--- config.mk ---
export PLATFORM = sky130hd
export DESIGN_NAME = eth_tx_framer_flat
export DESIGN_NICKNAME = d
export VERILOG_FILES = /design/src/rtl/eth_tx_pkg.sv /design/src/rtl/eth_tx_framer_if.sv /design/src/rtl/crc32_byte.sv /design/src/rtl/eth_tx_framer.sv /design/src/flat_wrapper.sv
export SDC_FILE = /design/constraint.sdc
export NUM_CORES = 1
export LEC_CHECK = 0
export CORE_ASPECT_RATIO = 1.5
export CORE_MARGIN = 2
export CORE_UTILIZATION = 54
export CTS_BUF_LIST = sky130_fd_sc_hd__clkbuf_16
export DETAILED_ROUTE_END_ITERATION = 16
export PLACE_DENSITY = 0.84
export REMOVE_ABC_BUFFERS = 1
export SETUP_SLACK_MARGIN = 0.02
export SYNTH_ARGS = -nofsm -noshare
export SYNTH_HDL_FRONTEND = slang
export SYNTH_HIERARCHICAL = 1
export SYNTH_SLANG_ARGS = --single-unit
export TNS_END_PERCENT = 5
--- constraint.sdc ---
create_clock -name s_aclk -period 2.15 [get_ports s_aclk]
set_clock_uncertainty 0.05 [all_clocks]
set_input_delay 0.43 -clock s_aclk [delete_from_list [all_inputs] [get_ports s_aclk]]
set_output_delay 0.43 -clock s_aclk [all_outputs]
set_load 0.01 [all_outputs]
--- src/rtl/eth_tx_pkg.sv ---
// Shared definitions for the Ethernet transmit framer.
// Contents:
//   state_t       - framer FSM states
//   PREAMBLE_BYTE - preamble octet (sent PREAMBLE_LEN times)
//   SFD_BYTE      - start-of-frame delimiter
//   CRC32_POLY    - reflected IEEE 802.3 CRC-32 polynomial
//   CRC32_INIT    - CRC register value at the start of every frame
package eth_tx_pkg;

    typedef enum logic [2:0] {
        IDLE,
        PREAMBLE,
        SFD,
        PAYLOAD,
        PAD,
        FCS,
        DRAIN,
        IFG
    } state_t;

    localparam logic [7:0]  PREAMBLE_BYTE = 8'h55;
    localparam logic [7:0]  SFD_BYTE      = 8'hD5;
    localparam int          PREAMBLE_LEN  = 7;
    localparam logic [31:0] CRC32_POLY    = 32'hEDB88320;
    localparam logic [31:0] CRC32_INIT    = 32'hFFFFFFFF;

endpackage

--- src/rtl/eth_tx_framer_if.sv ---
// Byte-wide AXI-Stream link from the TX FIFO / packet builder into the framer.
// Signals:
//   s_axis_tdata  - payload byte
//   s_axis_tvalid - byte valid
//   s_axis_tlast  - last byte of frame
//   s_axis_tuser  - error/abort marker on the accepted byte
//   s_axis_trdy   - sink ready
// Handshake: a byte transfers on the rising clock edge where tvalid and trdy
// are both high. trdy is driven from a flop and never depends on tvalid in
// the same cycle.
interface eth_tx_framer_if #(
    parameter int W = 8
);
    logic [W-1:0] s_axis_tdata;
    logic         s_axis_tvalid;
    logic         s_axis_tlast;
    logic         s_axis_tuser;
    logic         s_axis_trdy;

    modport master (
        output s_axis_tdata, s_axis_tvalid, s_axis_tlast, s_axis_tuser,
        input  s_axis_trdy
    );

    modport slave (
        input  s_axis_tdata, s_axis_tvalid, s_axis_tlast, s_axis_tuser,
        output s_axis_trdy
    );
endinterface

--- src/rtl/crc32_byte.sv ---
// One-byte step of the reflected CRC-32 (poly 0xEDB88320). Purely
// combinational; the caller owns the CRC register.
// Ports:
//   crc_i  - current CRC state
//   data_i - byte to fold in (LSB first on the wire)
//   crc_o  - CRC state after data_i
module crc32_byte
    import eth_tx_pkg::*;
(
    input  logic [31:0] crc_i,
    input  logic [7:0]  data_i,
    output logic [31:0] crc_o
);

    always_comb begin
        logic [31:0] c;
        c = crc_i ^ {24'h000000, data_i};
        for (int i = 0; i < 8; i++) begin
            c = c[0] ? ((c >> 1) ^ CRC32_POLY) : (c >> 1);
        end
        crc_o = c;
    end

endmodule

--- src/rtl/eth_tx_framer.sv ---
// Ethernet MAC transmit framer: AXI-Stream bytes in, GMII-style bytes out.
// Adds 7x preamble + SFD, zero-pads short frames, appends the CRC-32 FCS and
// holds off the next frame for IFG_CYCLES idle cycles.
// Ports:
//   s_aclk, s_sresetn - clock, asynchronous active-low reset
//   s_axis            - byte stream in (slave side)
//   m_tx_data/en/er   - registered byte, frame enable and error strobe to PHY
//   o_frame_done      - one-cycle pulse with the last FCS byte of a good frame
//   o_frame_err       - one-cycle pulse with the error strobe of an aborted frame
//   dbg_state         - current FSM state
module eth_tx_framer
    import eth_tx_pkg::*;
#(
    parameter int AXI_DATA_WIDTH = 8,
    parameter int MIN_PAYLOAD    = 60,
    parameter int IFG_CYCLES     = 12
) (
    input  logic                  s_aclk,
    input  logic                  s_sresetn,
    eth_tx_framer_if.slave        s_axis,
    output logic [7:0]            m_tx_data,
    output logic                  m_tx_en,
    output logic                  m_tx_er,
    output logic                  o_frame_done,
    output logic                  o_frame_err,
    output state_t                dbg_state
);

    localparam logic [10:0] MIN_CNT  = 11'(MIN_PAYLOAD);
    localparam logic [7:0]  PRE_LAST = 8'(PREAMBLE_LEN - 1);
    localparam logic [7:0]  IFG_LAST = 8'(IFG_CYCLES - 1);

    // Reset asserts asynchronously through the clear of these flops and
    // deasserts two edges after s_sresetn rises.
    logic [1:0] rst_sync_q;
    logic       rst_n;

    always_ff @(posedge s_aclk or negedge s_sresetn) begin
        if (!s_sresetn) rst_sync_q <= 2'b00;
        else            rst_sync_q <= {rst_sync_q[0], 1'b1};
    end
    assign rst_n = rst_sync_q[1];

    state_t      state_q, state_d;
    logic [10:0] cnt_q, cnt_d;     // payload + pad bytes, saturating
    logic [7:0]  aux_q, aux_d;     // preamble / FCS byte / IFG cycle index
    logic [31:0] crc_q, crc_d;
    logic [7:0]  data_q, data_d;
    logic        en_q, en_d;
    logic        er_q, er_d;
    logic        done_q, done_d;
    logic        err_q, err_d;
    logic        trdy_q, trdy_d;

    logic [AXI_DATA_WIDTH-1:0] byte_in;
    logic [7:0]                crc_byte;
    logic [31:0]               crc_next;
    logic [31:0]               fcs;
    logic [10:0]               cnt_inc;

    assign byte_in  = s_axis.s_axis_tdata;
    assign crc_byte = (state_q == PAD) ? 8'h00 : byte_in;
    assign fcs      = ~crc_q;
    assign cnt_inc  = (cnt_q == 11'h7FF) ? cnt_q : cnt_q + 11'd1;

    crc32_byte u_crc (
        .crc_i  (crc_q),
        .data_i (crc_byte),
        .crc_o  (crc_next)
    );

    always_comb begin
        state_d = state_q;
        cnt_d   = cnt_q;
        aux_d   = aux_q;
        crc_d   = crc_q;
        data_d  = 8'h00;
        en_d    = 1'b0;
        er_d    = 1'b0;
        done_d  = 1'b0;
        err_d   = 1'b0;

        case (state_q)
            IDLE: begin
                if (s_axis.s_axis_tvalid) begin
                    state_d = PREAMBLE;
                    data_d  = PREAMBLE_BYTE;
                    en_d    = 1'b1;
                    aux_d   = 8'd1;
                    cnt_d   = 11'd0;
                    crc_d   = CRC32_INIT;
                end
            end
            PREAMBLE: begin
                data_d = PREAMBLE_BYTE;
                en_d   = 1'b1;
                aux_d  = aux_q + 8'd1;
                if (aux_q == PRE_LAST) state_d = SFD;
            end
            SFD: begin
                data_d  = SFD_BYTE;
                en_d    = 1'b1;
                state_d = PAYLOAD;
            end
            PAYLOAD: begin
                en_d = 1'b1;
                aux_d = 8'd0;
                if (!s_axis.s_axis_tvalid) begin
                    // Upstream underflow: the frame cannot be completed.
                    er_d    = 1'b1;
                    err_d   = 1'b1;
                    state_d = DRAIN;
                end else begin
                    data_d = byte_in;
                    cnt_d  = cnt_inc;
                    crc_d  = crc_next;
                    if (s_axis.s_axis_tuser) begin
                        er_d    = 1'b1;
                        err_d   = 1'b1;
                        state_d = s_axis.s_axis_tlast ? IFG : DRAIN;
                    end else if (s_axis.s_axis_tlast) begin
                        state_d = (cnt_inc < MIN_CNT) ? PAD : FCS;
                    end
                end
            end
            PAD: begin
                en_d  = 1'b1;
                cnt_d = cnt_inc;
                crc_d = crc_next;
                aux_d = 8'd0;
                if (cnt_inc == MIN_CNT) state_d = FCS;
            end
            FCS: begin
                en_d  = 1'b1;
                aux_d = aux_q + 8'd1;
                case (aux_q[1:0])
                    2'd0:    data_d = fcs[7:0];
                    2'd1:    data_d = fcs[15:8];
                    2'd2:    data_d = fcs[23:16];
                    default: data_d = fcs[31:24];
                endcase
                if (aux_q[1:0] == 2'd3) begin
                    done_d  = 1'b1;
                    aux_d   = 8'd0;
                    state_d = IFG;
                end
            end
            DRAIN: begin
                aux_d = 8'd0;
                if (s_axis.s_axis_tvalid && s_axis.s_axis_tlast) state_d = IFG;
            end
            IFG: begin
                // Counts cycles with m_tx_en low; IDLE may start the next
                // preamble on the edge after the last gap cycle.
                if (aux_q == IFG_LAST) state_d = IDLE;
                else                   aux_d   = aux_q + 8'd1;
            end
            default: state_d = IDLE;
        endcase

        trdy_d = (state_d == PAYLOAD) || (state_d == DRAIN);
    end

    always_ff @(posedge s_aclk or negedge rst_n) begin
        if (!rst_n) begin
            state_q <= IDLE;
            cnt_q   <= 11'd0;
            aux_q   <= 8'd0;
            crc_q   <= CRC32_INIT;
            data_q  <= 8'h00;
            en_q    <= 1'b0;
            er_q    <= 1'b0;
            done_q  <= 1'b0;
            err_q   <= 1'b0;
            trdy_q  <= 1'b0;
        end else begin
            state_q <= state_d;
            cnt_q   <= cnt_d;
            aux_q   <= aux_d;
            crc_q   <= crc_d;
            data_q  <= data_d;
            en_q    <= en_d;
            er_q    <= er_d;
            done_q  <= done_d;
            err_q   <= err_d;
            trdy_q  <= trdy_d;
        end
    end

    assign s_axis.s_axis_trdy = trdy_q;
    assign m_tx_data          = data_q;
    assign m_tx_en            = en_q;
    assign m_tx_er            = er_q;
    assign o_frame_done       = done_q;
    assign o_frame_err        = err_q;
    assign dbg_state          = state_q;

endmodule
--- src/flat_wrapper.sv ---
// flat-port wrapper written by rule: the top's interface ports become plain ports
module eth_tx_framer_flat import eth_tx_pkg::*;
#(
    parameter int AXI_DATA_WIDTH = 8,
    parameter int MIN_PAYLOAD    = 60,
    parameter int IFG_CYCLES     = 12
)
  (s_aclk, s_sresetn, m_tx_data, m_tx_en, m_tx_er, o_frame_done, o_frame_err, dbg_state, s_axis_s_axis_tdata, s_axis_s_axis_tvalid, s_axis_s_axis_tlast, s_axis_s_axis_tuser, s_axis_s_axis_trdy);
  eth_tx_framer_if s_axis_i ();
  input  logic s_aclk;
  input  logic s_sresetn;
  output logic [7:0] m_tx_data;
  output logic m_tx_en;
  output logic m_tx_er;
  output logic o_frame_done;
  output logic o_frame_err;
  output state_t dbg_state;
  input wire logic [$bits(s_axis_i.s_axis_tdata)-1:0] s_axis_s_axis_tdata;
  input wire logic [$bits(s_axis_i.s_axis_tvalid)-1:0] s_axis_s_axis_tvalid;
  input wire logic [$bits(s_axis_i.s_axis_tlast)-1:0] s_axis_s_axis_tlast;
  input wire logic [$bits(s_axis_i.s_axis_tuser)-1:0] s_axis_s_axis_tuser;
  output wire logic [$bits(s_axis_i.s_axis_trdy)-1:0] s_axis_s_axis_trdy;
  assign s_axis_i.s_axis_tdata = s_axis_s_axis_tdata;
  assign s_axis_i.s_axis_tvalid = s_axis_s_axis_tvalid;
  assign s_axis_i.s_axis_tlast = s_axis_s_axis_tlast;
  assign s_axis_i.s_axis_tuser = s_axis_s_axis_tuser;
  assign s_axis_s_axis_trdy = s_axis_i.s_axis_trdy;
  eth_tx_framer #(.AXI_DATA_WIDTH(AXI_DATA_WIDTH), .MIN_PAYLOAD(MIN_PAYLOAD), .IFG_CYCLES(IFG_CYCLES)) u_core (.s_aclk(s_aclk), .s_sresetn(s_sresetn), .s_axis(s_axis_i), .m_tx_data(m_tx_data), .m_tx_en(m_tx_en), .m_tx_er(m_tx_er), .o_frame_done(o_frame_done), .o_frame_err(o_frame_err), .dbg_state(dbg_state));
endmodule
# ---- Word-level counts from Yosys, hierarchy flattened
# Index checks and enable logic that the tools add are counted.
dict set report word_totals {
  reg_bits 68
  in_bits 13
  output_inout_bits 16
}
dict set report classes {
  addsub 2
  order_cmp 1
  eq_ne 19
  mux 43
  bitwise_logic 10
  n_reduce_logical 10
}
# operator count
set ops {}
lappend ops {{2-to-1 mux 32 bit} 10}
lappend ops {{NOT 13 -> 14 bit} 8}
lappend ops {{one-hot mux 32 bit (3 select lines)} 1}
lappend ops {{one-hot mux 8 bit (5 select lines)} 2}
lappend ops {{2-to-1 mux 8 bit} 5}
lappend ops {{2-to-1 mux 11 bit} 3}
lappend ops {{one-hot mux 11 bit (3 select lines)} 1}
lappend ops {{NOT 32 bit} 1}
lappend ops {{XOR 32 x 8 -> 32 bit} 1}
lappend ops {{2-to-1 mux 3 bit} 9}
lappend ops {{one-hot mux 3 bit (8 select lines)} 1}
lappend ops {{one-hot mux 8 bit (3 select lines)} 1}
lappend ops {{== test 3 bit (second input constant)} 5}
lappend ops {{adder 11 x 1 -> 11 bit (second input constant)} 1}
lappend ops {{== test 11 bit (second input constant)} 1}
lappend ops {{== test 11 x 6 -> 1 bit (second input constant)} 1}
lappend ops {{less-than comparator 11 x 6 -> 1 bit (second input constant)} 1}
lappend ops {{== test 3 x 2 -> 1 bit (second input constant)} 3}
lappend ops {{adder 8 x 1 -> 8 bit (second input constant)} 1}
lappend ops {{== test 8 x 3 -> 1 bit (second input constant)} 1}
lappend ops {{== test 8 x 4 -> 1 bit (second input constant)} 1}
lappend ops {{2-to-1 mux 1 bit} 8}
lappend ops {{2-to-1 mux 7 bit} 1}
lappend ops {{!= test 2 bit (second input constant)} 3}
lappend ops {{13 further kinds} 15}

# ---- Longest topological paths before layout
# Gate-level depths: netlist (run 1).
dict set report logic_depth {
  word_depth 21
  mapped_depth 9
  depth_no_buf 9
}

# ---- Cells and area by module
# The synthesis (run 1) kept the hierarchy.
# module instances cells_per_inst area_each_um2 seq_area_each_um2
set modules_own_cells {}
lappend modules_own_cells {eth_tx_framer 1 374 3621.0 1741.7}
lappend modules_own_cells {crc32_byte 1 65 930.9 0.0}

# ---- Worst setup path after synthesis (run 1)
# No wires, ideal clock.
dict set report synth_timing {
  path_kind {register -> register}
  from {register u_core.state_q[1], in the netlist u_core/dbg_state[1]}
  to {register u_core.crc_q[18]}
  t_arrival_ns 2.830
  path_slack_ns -0.810
  stages_incl_launch_ff 9
  path_buffers 2
  synth_period_minus_slack_ns 2.960
  cell_sequence {dfrtp_1 clkbuf_1 nor2_1 clkbuf_1 nor2b_1 xor2_4 xnor3_2 xnor3_4 o22a_1}
}
# element line
set synth_rtl {}
lappend synth_rtl {{start: declaration} eth_tx_framer.sv:44} ;# state_t state_q, state_d;
lappend synth_rtl {{start signal: assignment} eth_tx_framer.sv:177} ;# state_q <= state_d;
lappend synth_rtl {{== test 3 bit *} eth_tx_framer.sv:62} ;# assign crc_byte = (state_q == PAD) ? 8'h00 : byte_in;
lappend synth_rtl {{2-to-1 mux 8 bit *} eth_tx_framer.sv:62}
lappend synth_rtl {{via u_core.crc_byte[2]} eth_tx_framer.sv:56} ;# logic [7:0] crc_byte;
lappend synth_rtl {{XOR 32 x 8 -> 32 bit *} crc32_byte.sv:17} ;# c = crc_i ^ {24'h000000, data_i};
lappend synth_rtl {{2-to-1 mux 32 bit * (4 in series)} crc32_byte.sv:19} ;# c = c[0] ? ((c >> 1) ^ CRC32_POLY) : (c >> 1);
lappend synth_rtl {{NOT 13 -> 14 bit (no source line)} -}
lappend synth_rtl {{2-to-1 mux 32 bit *} crc32_byte.sv:19}
lappend synth_rtl {{NOT 13 -> 14 bit (no source line)} -}
lappend synth_rtl {{2-to-1 mux 32 bit *} crc32_byte.sv:19}
lappend synth_rtl {{NOT 13 -> 14 bit (no source line)} -}
lappend synth_rtl {{2-to-1 mux 32 bit * (2 in series)} crc32_byte.sv:19}
lappend synth_rtl {{via u_core.crc_next[18]} eth_tx_framer.sv:57} ;# logic [31:0] crc_next;
lappend synth_rtl {{2-to-1 mux 32 bit} eth_tx_framer.sv:108} ;# if (!s_axis.s_axis_tvalid) begin
lappend synth_rtl {{one-hot mux 32 bit (3 select lines) *} eth_tx_framer.sv:83} ;# case (state_q)
lappend synth_rtl {{end signal: assignment} eth_tx_framer.sv:180} ;# crc_q <= crc_d;
lappend synth_rtl {{end: declaration} eth_tx_framer.sv:47} ;# logic [31:0] crc_q, crc_d;
# The timed path passes the listed nets; every way through them passes the cells marked *. The select of a mux whose other input is x is not followed.
# A chain may end at the register's enable or synchronous reset.

# ---- Final worst setup path (run 1)
dict set report layout_timing {
  from {register u_core.cnt_q[0]}
  to {register u_core.trdy_q, in the netlist u_core/s_axis.s_axis_trdy}
}
dict set report layout_between {
  elab_chain_cells 10
}
# element line
set layout_lines {}
lappend layout_lines {{start: declaration} eth_tx_framer.sv:45} ;# logic [10:0] cnt_q, cnt_d;
lappend layout_lines {{start signal: assignment} eth_tx_framer.sv:178} ;# cnt_q <= cnt_d;
lappend layout_lines {{adder 11 x 1 -> 11 bit or == test 11 bit (tied branches)} eth_tx_framer.sv:64} ;# assign cnt_inc = (cnt_q == 11'h7FF) ? cnt_q : cnt_q + 11'd1;
lappend layout_lines {{2-to-1 mux 11 bit *} eth_tx_framer.sv:64}
lappend layout_lines {{less-than comparator 11 x 6 -> 1 bit} eth_tx_framer.sv:122} ;# state_d = (cnt_inc < MIN_CNT) ? PAD : FCS;
lappend layout_lines {{2-to-1 mux 1 bit} eth_tx_framer.sv:122}
lappend layout_lines {{2-to-1 mux 3 bit} eth_tx_framer.sv:121} ;# end else if (s_axis.s_axis_tlast) begin
lappend layout_lines {{2-to-1 mux 3 bit} eth_tx_framer.sv:117} ;# if (s_axis.s_axis_tuser) begin
lappend layout_lines {{2-to-1 mux 3 bit} eth_tx_framer.sv:108}
lappend layout_lines {{one-hot mux 3 bit (8 select lines) *} eth_tx_framer.sv:83}
lappend layout_lines {{via u_core.state_d[0]} eth_tx_framer.sv:44}
lappend layout_lines {{== test 3 x 2 -> 1 bit or == test 3 bit (tied branches)} eth_tx_framer.sv:161} ;# trdy_d = (state_d == PAYLOAD) || (state_d == DRAIN);
lappend layout_lines {{logical OR 1 bit *} eth_tx_framer.sv:161}
lappend layout_lines {{via u_core.trdy_d} eth_tx_framer.sv:53} ;# logic trdy_q, trdy_d;
lappend layout_lines {{end signal: assignment} eth_tx_framer.sv:186} ;# trdy_q <= trdy_d;
lappend layout_lines {{end: declaration} eth_tx_framer.sv:53}
# The timed path passes the listed nets; every way through them passes the cells marked *.

==> out/qor.csv, run 1 <==
metric,value,unit
synth_top_area_share,19.8,%
reg2reg_slack,-0.42,ns
row_count,41,
drt-initial-drc-count,343,
via_per_inst,6.20,
start_util,54.8,%
criticalPathCategory,reg2reg,
avgSynthCellArea,10.4,µm²
hold_buffers,0,
ant_nets,0,
routabilityCongestion,0.945,
cts.sinks,68,
fin_ws,-0.424,ns
synthFlopType,dfrtp_1,
drt_pass1_iterations,5,
ys_seq_elements,68,
p_leak,2.80,nW
fmaxAchievable,388,MHz
ios,29,
post-route-period-util,120,%
antenna_found_initial,0,
path_clk_slew,0.05,ns
insertion_delay,0.34,ns
slowest_delay,0.43,ns
grt_start_max_net_pins,41,
syn2layout_area_growth,39.3,%
postSynth.asyncResetShare,100,%
drv_slew,0,
layout_common_cells,"buf_4 (83), nand2_1 (37), dfrtp_1 (33), o22a_1 (32), dfstp_2 (32)",
grt_busiest_layer,met2,
use_met3,6.65,%
drt_wl_total,13600,µm
maxCapViolCount,0,
grt-ovfl-total,0,
cp_num_buf_inv,0,
path_max_fanout,5,
finalSetupViolations,23,
yosys_warnings,6,
grt_pass1_wl,20800,µm
synth_area,4550,µm²
synth_xor_area_share,20.6,%
dpl_worst_slack,-0.599,ns
critPathArrivalTime,2.75,ns
worstSetupStartpointType,flop,
htree_levels,3,
synth-edff-count,0,
synthAdderAreaFrac,2.75,%
whs,0.201,ns
end_kind,flop,
final_common_cell,buf_4,
synth.distinct_cells,62,
min_period,2.57,ns
nets,583,
slowest_stage,dfrtp_2,
cp.required,2.32,ns
clock_path_buffers,2,
grt_use_met2,53.8,%
cts_buffers,9,
grt_util_met1,33.5,%
coreArea,8310,µm²
ys_top_cells_by_area,"dfrtp_1 (20%), dfstp_2 (18%), xnor3_1 (6.9%), o22a_1 (6.2%), xnor2_1 (5.6%)",
die_w,79.0,µm
synthMuxAreaShare,1.10,%
maxSlewHeadroom,66.0,%
hold_violations,0,
wl_per_cell,20.3,µm
diodes,0,
rsz0062_at_grt,yes,
port_buffers,28,
cts-root-buf,clkbuf_16,
violations,negative setup slack,
hold_path_class,in2async,
p_per_area,2120,nW/µm²
peakVddDrop,1430,µV
die_h,116,µm
synthSimpleGateAreaFrac,13.3,%
synth_top_family_by_area,compound AO/OA/AOI/OAI gates,
dieArea,9200,µm²
ys_seq_area_share,38.3,%
critPathTopFamily,compound AO/OA/AOI/OAI gates,
vias,4168,
synth_compound_area_share,20.9,%
yosysTopAreaCell,dfrtp_1,
outcome,"finished, violations left",
dp_hpwl,8840,µm
first_global_vias,4103,
worstMarginPinSlew,0.510,ns
synthCells,439,
drive_above_1_share,34.9,%
drt_drc_violations_left,0,
cts_tree,yes,
grt_usage,29.8,%
worstPathCellList,ha_4 -> nand4_1 -> nor2_2 -> o21ai_1 -> a2111o_1 -> o311ai_1 -> o211ai_1 -> mux2_4,
[logic make-up (layout without fill, tap and decap cells)]
group                    after synthesis  in the layout
flip-flops                            68             68
other                                  1              1
AND/OR/NAND/NOR                      120            120
multiplexers                           4              4
buffers and inverters                 35            161
AO/OA/AOI/OAI                        136            136
adder cells (fa/ha/maj)               10             10
XOR/XNOR                              65             65
[registers in the layout, indices dropped and copies added, names as in the netlist]
name / flops
u_core/m_tx_data: 8
u_core/crc_q: 32
u_core/dbg_state: 3
u_core/s_axis.s_axis_trdy: 1
u_core/o_frame_err: 1
u_core/cnt_q: 11
u_core/o_frame_done: 1
u_core/m_tx_en: 1
u_core/rst_sync_q: 2
u_core/aux_q: 8
[cells in the mapped netlist (all sizes together), types with 2 or more instances]
library cell / count
nand2: 37
dfrtp: 36
xnor2: 36
dfstp: 32
o22a: 32
o21ai: 27
nor2: 23
nor2b: 22
a21oi: 20
clkbuf: 17
xnor3: 17
o22ai: 13
inv: 12
o31ai: 12
ha: 10
xor2: 10
nand2b: 8
nand4: 8
buf: 6
nand3: 6
nor3: 5
a22o: 4
a31oi: 4
and3: 4
o211ai: 4
or2: 3
a21boi: 2
a2bb2oi: 2
a32o: 2
mux2: 2
mux2i: 2
o221ai: 2
or3: 2
xor3: 2
[what timing repair did]
action	CTS	global route
resized for setup	32	25
endpoints found under the setup margin	30	37
pin swaps	28	13
setup buffers	5	1
[cell type report]
cell class / instances / area (µm²)
clock buffer: 9 / 225
clock inverter: 7 / 106
fill: 492 / 1970
inverter: 12 / 45.0
multi-input combinational: 336 / 2880
sequential: 68 / 1750
tap: 107 / 134
timing repair buffer: 133 / 1200
[routing by layer]
metal,wire length [µm],up-vias
met5,0,-
met4,546,0
met3,734,53
met2,7400,222
met1,4930,2057
li1,-,1836
[metrics by stage]
step / TNS (ns) / std cells / utilization [%] / instance area (µm²) / power [W]
global placement: -9.51 / 650 / 68.2 / 5670 / 0.0105
CTS: -3.50 / 671 / 74.6 / 6200 / 0.0129
global route: -5.58 / 672 / 76.3 / 6340 / 0.0141
floorplan: -32.18 / 416 / - / 4460 / 0.00784
detailed placement: -11.36 / 650 / 68.2 / 5670 / 0.0108
finish: -4.25 / 672 / 76.3 / 6340 / 0.0135
[where the power goes]
| group | internal, W | switching (W) | total (W) |
|---|---|---|---|
| sequential | 0.00197 | 0.000468 | 0.00244 |
| clock | 0.00112 | 0.000572 | 0.00169 |
| combinational | 0.00531 | 0.00402 | 0.00933 |
[path summary, 6_finish.rpt]
check                                startpoint  cells past startpoint                   endpoint
max reg2reg                     u_core/cnt_q[0]                      8  u_core/s_axis.s_axis_trdy
max                             u_core/cnt_q[0]                      8  u_core/s_axis.s_axis_trdy
min                                   s_sresetn                      1       u_core/rst_sync_q[0]
min reg2reg                u_core/rst_sync_q[1]                      1            u_core/aux_q[3]
max in group asynchronous  u_core/rst_sync_q[1]                      1           u_core/crc_q[30]
min in group s_aclk        u_core/rst_sync_q[0]                      0       u_core/rst_sync_q[1]
Power figures use the tool's default switching activity.
==> run 2, diff against run 1 <==
- SETUP_SLACK_MARGIN: 0.02 -> unset
==> run 2 against run 1 <==
Effect of this change:
- the flow still finishes with violations (negative setup slack)
- final cell count unchanged
- die area unchanged
- critical endpoint unchanged
- register-to-register slack about the same
- critical path depth unchanged
- combinational power about the same
- critical path type unchanged
- clock power about the same
- first-iteration DRC count up 0.87%
- total power about the same
- final area about the same
- via count up 0.34%
==> out/qor.csv, run 2 (same netlist as run 1, synthesis figures left out) <==
metric,value,unit
grt_usage,29.8,%
critPathArrivalTime,2.76,ns
drt_pass1_iterations,5,
clock_path_buffers,2,
fmaxAchievable,387,MHz
vias,4182,
syn2layout_area_growth,39.3,%
drv_slew,0,
wl_per_cell,20.3,µm
final_common_cell,buf_4,
row_count,41,
die_w,79.0,µm
drt-initial-drc-count,346,
worstMarginPinSlew,0.510,ns
hold_violations,0,
routabilityCongestion,0.945,
finalSetupViolations,23,
grt_start_max_net_pins,41,
path_clk_slew,0.05,ns
grt-ovfl-total,0,
path_max_fanout,5,
maxCapViolCount,0,
ff2ff_path_depth,8,
cp.required,2.32,ns
end_kind,flop,
dp_hpwl,8840,µm
via_per_inst,6.22,
cts_tree,yes,
coreArea,8310,µm²
port_buffers,28,
antenna_found_initial,0,
dieArea,9200,µm²
p_per_area,2120,nW/µm²
largest_reg_flops,32,
drt_wl_total,13600,µm
criticalPathCategory,reg2reg,
drive_above_1_share,34.7,%
worstSetupStartpointType,flop,
maxSlewHeadroom,66.0,%
dp.cells,650,
first_global_vias,4103,
ios,29,
violations,negative setup slack,
reg.largest.list,"u_core/crc_q (32), u_core/cnt_q (11)",
grt_pass1_wl,20800,µm
drt_drc_violations_left,0,
cts_buffers,9,
nets,583,
instances_no_fill,672,
outcome,"finished, violations left",
peakVddDrop,1420,µV
hold_buffers,0,
regMostFlops,u_core/crc_q,
diodes,0,
htree_levels,3,
cts-root-buf,clkbuf_16,
ant_nets,0,
final_util,76.3,%
cts.sinks,68,
rsz0062_at_grt,yes,
p_leak,2.81,nW
hold_path_class,in2async,
start_util,54.8,%
die_h,116,µm
min_period,2.59,ns
layout_common_cells,"buf_4 (83), nand2_1 (37), dfrtp_1 (33), o22a_1 (32), dfstp_2 (32)",
insertion_delay,0.34,ns
post-route-period-util,120,%
fin_ws,-0.436,ns
==> run 2: critical path, stage by stage, from the launching register on <==
cell      delay (ns)
dfrtp_2         0.43
ha_4            0.17
nand4_1         0.25
nor2_2          0.24
o21ai_1         0.11
a2111o_1        0.40
o311ai_1        0.24
o211ai_1        0.22
mux2_4          0.34
==> run 2: layout make-up <==
type | instances | area [µm²]
Clock buffer | 9 | 225
Clock inverter | 7 | 106
Fill cell | 492 | 1970
Inverter | 12 | 45.0
Multi-Input combinational cell | 336 | 2880
Sequential cell | 68 | 1750
Tap cell | 107 | 134
Timing Repair Buffer | 133 | 1200
==> run 2: layer usage <==
metal	track usage (%)	share of wire (%)	vias to the layer above
met1	33.5	37	2060
met3	6.65	5.0	62
met5	0	0	-
met4	13.6	4.4	0
met2	53.8	54	221
li1	-	-	1839
==> run 2: final timing paths <==
check | start | endpoint | slack, ns
worst max-delay path | u_core/cnt_q[0] | u_core/s_axis.s_axis_trdy | -0.44
worst min-delay path | s_sresetn | u_core/rst_sync_q[0] | 0.20
worst max register to register | u_core/cnt_q[0] | u_core/s_axis.s_axis_trdy | -0.44
worst min register to register | u_core/rst_sync_q[1] | u_core/aux_q[3] | 0.24
max in group asynchronous | u_core/rst_sync_q[1] | u_core/crc_q[12] | 1.37
min in group s_aclk | u_core/rst_sync_q[0] | u_core/rst_sync_q[1] | 0.30
==> run 2: power breakdown <==
| part | internal, W | total, W | switching, W |
|---|---|---|---|
| Combinational | 0.00531 | 0.00933 | 0.00402 |
| Clock | 0.00112 | 0.00169 | 0.000572 |
| Sequential | 0.00197 | 0.00244 | 0.000464 |
==> run 2: timing repair <==
action                                  CTS  global route
setup buffers                             5             1
endpoints found under the setup margin   30            37
resized for setup                        31            25
pin swaps                                28            13
==> run 2: through the flow <==
step | hold WS (ns) | cell area (µm²) | power (W) | TNS [ns] | setup WS, ns
2_1_floorplan | 0.0844 | 4460 | 0.00784 | -32.18 | -0.937
3_3_place_gp | 0.236 | 5670 | 0.0105 | -9.51 | -0.494
3_5_place_dp | 0.245 | 5670 | 0.0108 | -11.36 | -0.599
4_1_cts | 0.198 | 6200 | 0.0129 | -3.50 | -0.343
5_1_grt | 0.198 | 6340 | 0.0141 | -5.55 | -0.531
6_report | 0.198 | 6340 | 0.0135 | -4.32 | -0.436
